### src/rtl/tt_vec_seq.sv
// Vector/hold counters: steps vec through 0..2^N-1, holding each for SETTLE+1 cycles.
// Latency: sample strobe is combinational from the registered counters.
// Backpressure: none; advances only while run is high.
module tt_vec_seq #(
  parameter int N      = 2,
  parameter int SETTLE = 0
) (
  input  logic         clk,
  input  logic         reset,
  input  logic         clear,
  input  logic         run,
  output logic [N-1:0] vec,
  output logic         sample,
  output logic         last
);

  logic [3:0] hold;

  assign sample = run && (hold == 4'(SETTLE));
  assign last   = &vec;

  // vec stays on the final vector after the sweep so the caller can still see it
  always_ff @(posedge clk) begin
    if (reset || clear) begin
      vec  <= '0;
      hold <= '0;
    end else if (sample) begin
      hold <= '0;
      if (!last) vec <= vec + N'(1);
    end else if (run) begin
      hold <= hold + 4'd1;
    end
  end

endmodule

### config.mk
export PLATFORM = sky130hd
export DESIGN_NAME = tt_vec_seq
export DESIGN_NICKNAME = d
export VERILOG_FILES = /design/src/rtl/tt_vec_seq.sv
export SDC_FILE = /design/constraint.sdc
export NUM_CORES = 1
export LEC_CHECK = 0
export CORE_AREA = 2 2 39 41
export CTS_BUF_LIST = sky130_fd_sc_hd__clkbuf_2 sky130_fd_sc_hd__clkbuf_4 sky130_fd_sc_hd__clkbuf_8
export CTS_CLUSTER_DIAMETER = 100
export DETAILED_ROUTE_END_ITERATION = 7
export DIE_AREA = 0 0 41 43
export MAX_ROUTING_LAYER = met4
export SYNTH_ARGS = -nofsm -noshare
export SYNTH_HDL_FRONTEND = slang
export SYNTH_SLANG_ARGS = --single-unit
### constraint.sdc
create_clock -name clk -period 1.7 [get_ports clk]
set_input_delay 0.34 -clock clk [delete_from_list [all_inputs] [get_ports clk]]
set_output_delay 0.34 -clock clk [all_outputs]
set_load 0.1 [all_outputs]
==> metrics.md <==
| Metric | Value |
|---|---|
| Outcome | finished clean |
| PD cells | 744 mW/mm^2 |
| VDD IR max | 0.314 mV |
| Most common library cell in the layout ignoring fill and taps | sky130_fd_sc_hd__nor2_1 |
| Overflow left after global routing | 0 |
| Synth Area in XOR/XNOR | 0.0894 |
| Master cell of the clock root buffer | sky130_fd_sc_hd__clkbuf_4 |
| CP delay by family, top | buffers and inverters |
| Vias post-DR | ~240 |
| CP arrival | 1.28 ns |
| Number of cells traversed by the worst register-to-register path | 5 |
| Ordered cell list for the critical path | clkdlybuf4s50_1, nand4bb_2, inv_1, buf_12 |
| Global-route wire length before repair | 897 microns |
| Area delta synth->final | 62.1% |
| Worst hold path stage count | 2 |
| Adder-Cell Fraction of Synth Area | 0.128 |
| Clk_skew | 0.00404 ns |
| Core region area | 0.00138 sq mm |
| Synthesized-area fraction occupied by ao, oa, aoi and oai cells | 0.0170 |
| Hold crit path type | flop to flop |
| Global-route usage over all layers | 0.0866 |
| Initial antenna violation count | 0 |
| Total power consumption of the routed design | 0.354 mW |
| Critical path launch point type | primary input |
| Setup Total Neg Slack | 0 ns |
| Hold-fix buffer count after cts | 0 |
| Share of synthesized area occupied by flip-flops and latches | 0.409 |
| Count of cell instances traversed by the critical path | 4 |
| Crit path buf inv count | 3 |
| Global placer's final weighted congestion | 0.735 |
| Placement row count | 14 |
| Die outline height | 43 microns |
| Period utilisation layout | 0.953 |
| Warnings, synthesis | 0 |
| Number of hold violations in the final report | 0 |
| Max Cap Violations | 0 |
| Static leakage | 0.191 nW |
| Clk sinks | 6 |
| Highest fanout seen on the critical path | 4 |
| Cell area after layout | 477 sq um |
| Most frequent cells in the layout | sky130_fd_sc_hd__nor2_1, sky130_fd_sc_hd__nand2_1, sky130_fd_sc_hd__dfxtp_1, sky130_fd_sc_hd__buf_12 |
| Number of antenna diodes | 0 |
| Slew HR | 0.910 |
| CTS Buf Count | 3 |
| Routed length per instance | 8.77 microns |
| Skew-Pair Late Insertion Delay | between 0.2 and 0.3 ns |
| Post-placement cell area | 454 sq um |
| RSZ-0062 raised after global routing | false |
| Data required, critical path | around 1.4 ns |
| Starting density of the core | 0.212 |
| Achievable frequency | slightly above 600 MHz |
| Fraction of the mapped netlist area in simple logic gates | 0.251 |
| DRC marker count from the first detailed-route iteration | 1 |
| Synthesized cell area | 294 sq um |
| Clock H-tree levels | 1 |
| Dominant combinational cell family by area after synthesis | simple AND/OR/NAND/NOR gates |
| Number of setup buffers added after CTS | 0 |
| Post-synthesis sequential element count | 6 |
| Final-stage net count | 53 |
| Critical path endpoint category | output port |
| Final Max Slew Viols | 0 |
| Maximum single-stage delay on the critical path | ~0.49 ns |
| Top Ports | 8 |
| Share of post-route cells with drive strength above 1 | 0.295 |
| Final critical-path required period | 1.62 ns |
| Standard cell with the maximum stage delay on the critical path | sky130_fd_sc_hd__clkdlybuf4s50_1 |
| Number of global-route vias before repair | 250 |
| Number of vias per cell after detailed routing | 3.98 |
| Width of the chip | 41 microns |
| Clock-pin slew reported for the worst setup and hold paths after clock tree synthesis | 0.05 ns |
| CTS tree | done |
| Final count of negative-setup-slack endpoints | 0 |
| Transition time of the tightest slew-check pin | 0.131 ns |
| Share of synthesized area spent on multiplexers | 0.0681 |
| Final WL | 526 microns |
| Final core utilization | 0.344 |
| Routed Antenna Nets | 0 |
| Synthesized area per cell | 9.19 sq um |
| Full die area | 0.00176 sq mm |
| Count of distinct cell types in the synthesized netlist | 12 |
| CTS max path bufs | 2 |
| Largest net degree at the start of global routing | 5 |
| Post-detail-place hpwl | 409 microns |
| Number of port buffers | 7 |
| Cells after Synth | 32 |
| Critical path class | primary input to output port |
| Synth Net Count | 39 |
| Remaining DRCs | 0 |
| Drt first pass iters | 3 |
| Resized cells post-CTS | 0 |
sequential cells by signal, indices dropped and copies added (netlist names):
register	cells
hold	4
vec	2
logic make-up after synthesis:
logic type | count (synthesis)
multiplexers | 2
AO/OA/AOI/OAI | 1
adder cells (fa/ha/maj) | 3
flip-flops | 6
AND/OR/NAND/NOR | 14
XOR/XNOR | 3
buffers and inverters | 3
metal layers:
metal	share of wire	GRT usage	vias up
met3	0.042	0.0314	5
met4	0.068	0.120	0
li1	-	-	128
met5	0	-	-
met2	0.41	0.106	9
met1	0.48	0.0841	97
power breakdown:
part           internal, mW  total [mW]  switching, mW
Clock                0.0803       0.139         0.0583
Combinational        0.0293      0.0675         0.0382
Sequential            0.144       0.148        0.00432
Total                 0.254       0.354          0.101
metrics by stage:
step | std cells | hold slack [ns] | setup WS (ns)
6_report | 60 | 0.510 | 0.0807
5_1_grt | 60 | 0.533 | 0.00155
4_1_cts | 60 | 0.518 | 0.0680
3_5_place_dp | 57 | 0.504 | 0.0680
3_3_place_gp | 57 | 0.493 | 0.0811
2_1_floorplan | 32 | 0.471 | 0.0920
worst min-delay path, cell delays in order (launching register included):
cell and delay (ns):
sky130_fd_sc_hd__dfxtp_2 0.35, sky130_fd_sc_hd__nand2_1 0.06, sky130_fd_sc_hd__o21ai_0 0.06
cell type report:
type	count	area, sq um
Clock buffer	3	22.5
Fill cell	148	907
Inverter	3	11.3
Multi-Input combinational cell	23	175
Sequential cell	6	123
Tap cell	16	20.0
Timing Repair Buffer	9	125
cell usage after synthesis:
cell	number	area share
sky130_fd_sc_hd__nand2_1	5	0.064
sky130_fd_sc_hd__nor2_1	6	0.077
sky130_fd_sc_hd__xor2_1	2	0.060
sky130_fd_sc_hd__nand4bb_2	1	0.055
sky130_fd_sc_hd__mux2i_1	2	0.068
sky130_fd_sc_hd__dfxtp_1	6	0.41
sky130_fd_sc_hd__ha_1	3	0.13
sky130_fd_sc_hd__nand4_1	1	0.021
sky130_fd_sc_hd__o21ai_0	1	0.017
sky130_fd_sc_hd__inv_1	3	0.038
sky130_fd_sc_hd__xnor2_1	1	0.030
sky130_fd_sc_hd__or4b_1	1	0.034
final timing paths:
check / slack, ns / startpoint / endpoint
worst min register to register: 0.51 / vec[0] / vec[0]
worst min-delay path: 0.51 / vec[0] / vec[0]
worst max-delay path: 0.08 / run / sample
worst max register to register: 0.38 / hold[0] / vec[0]
Power figures use the tool's default switching activity.
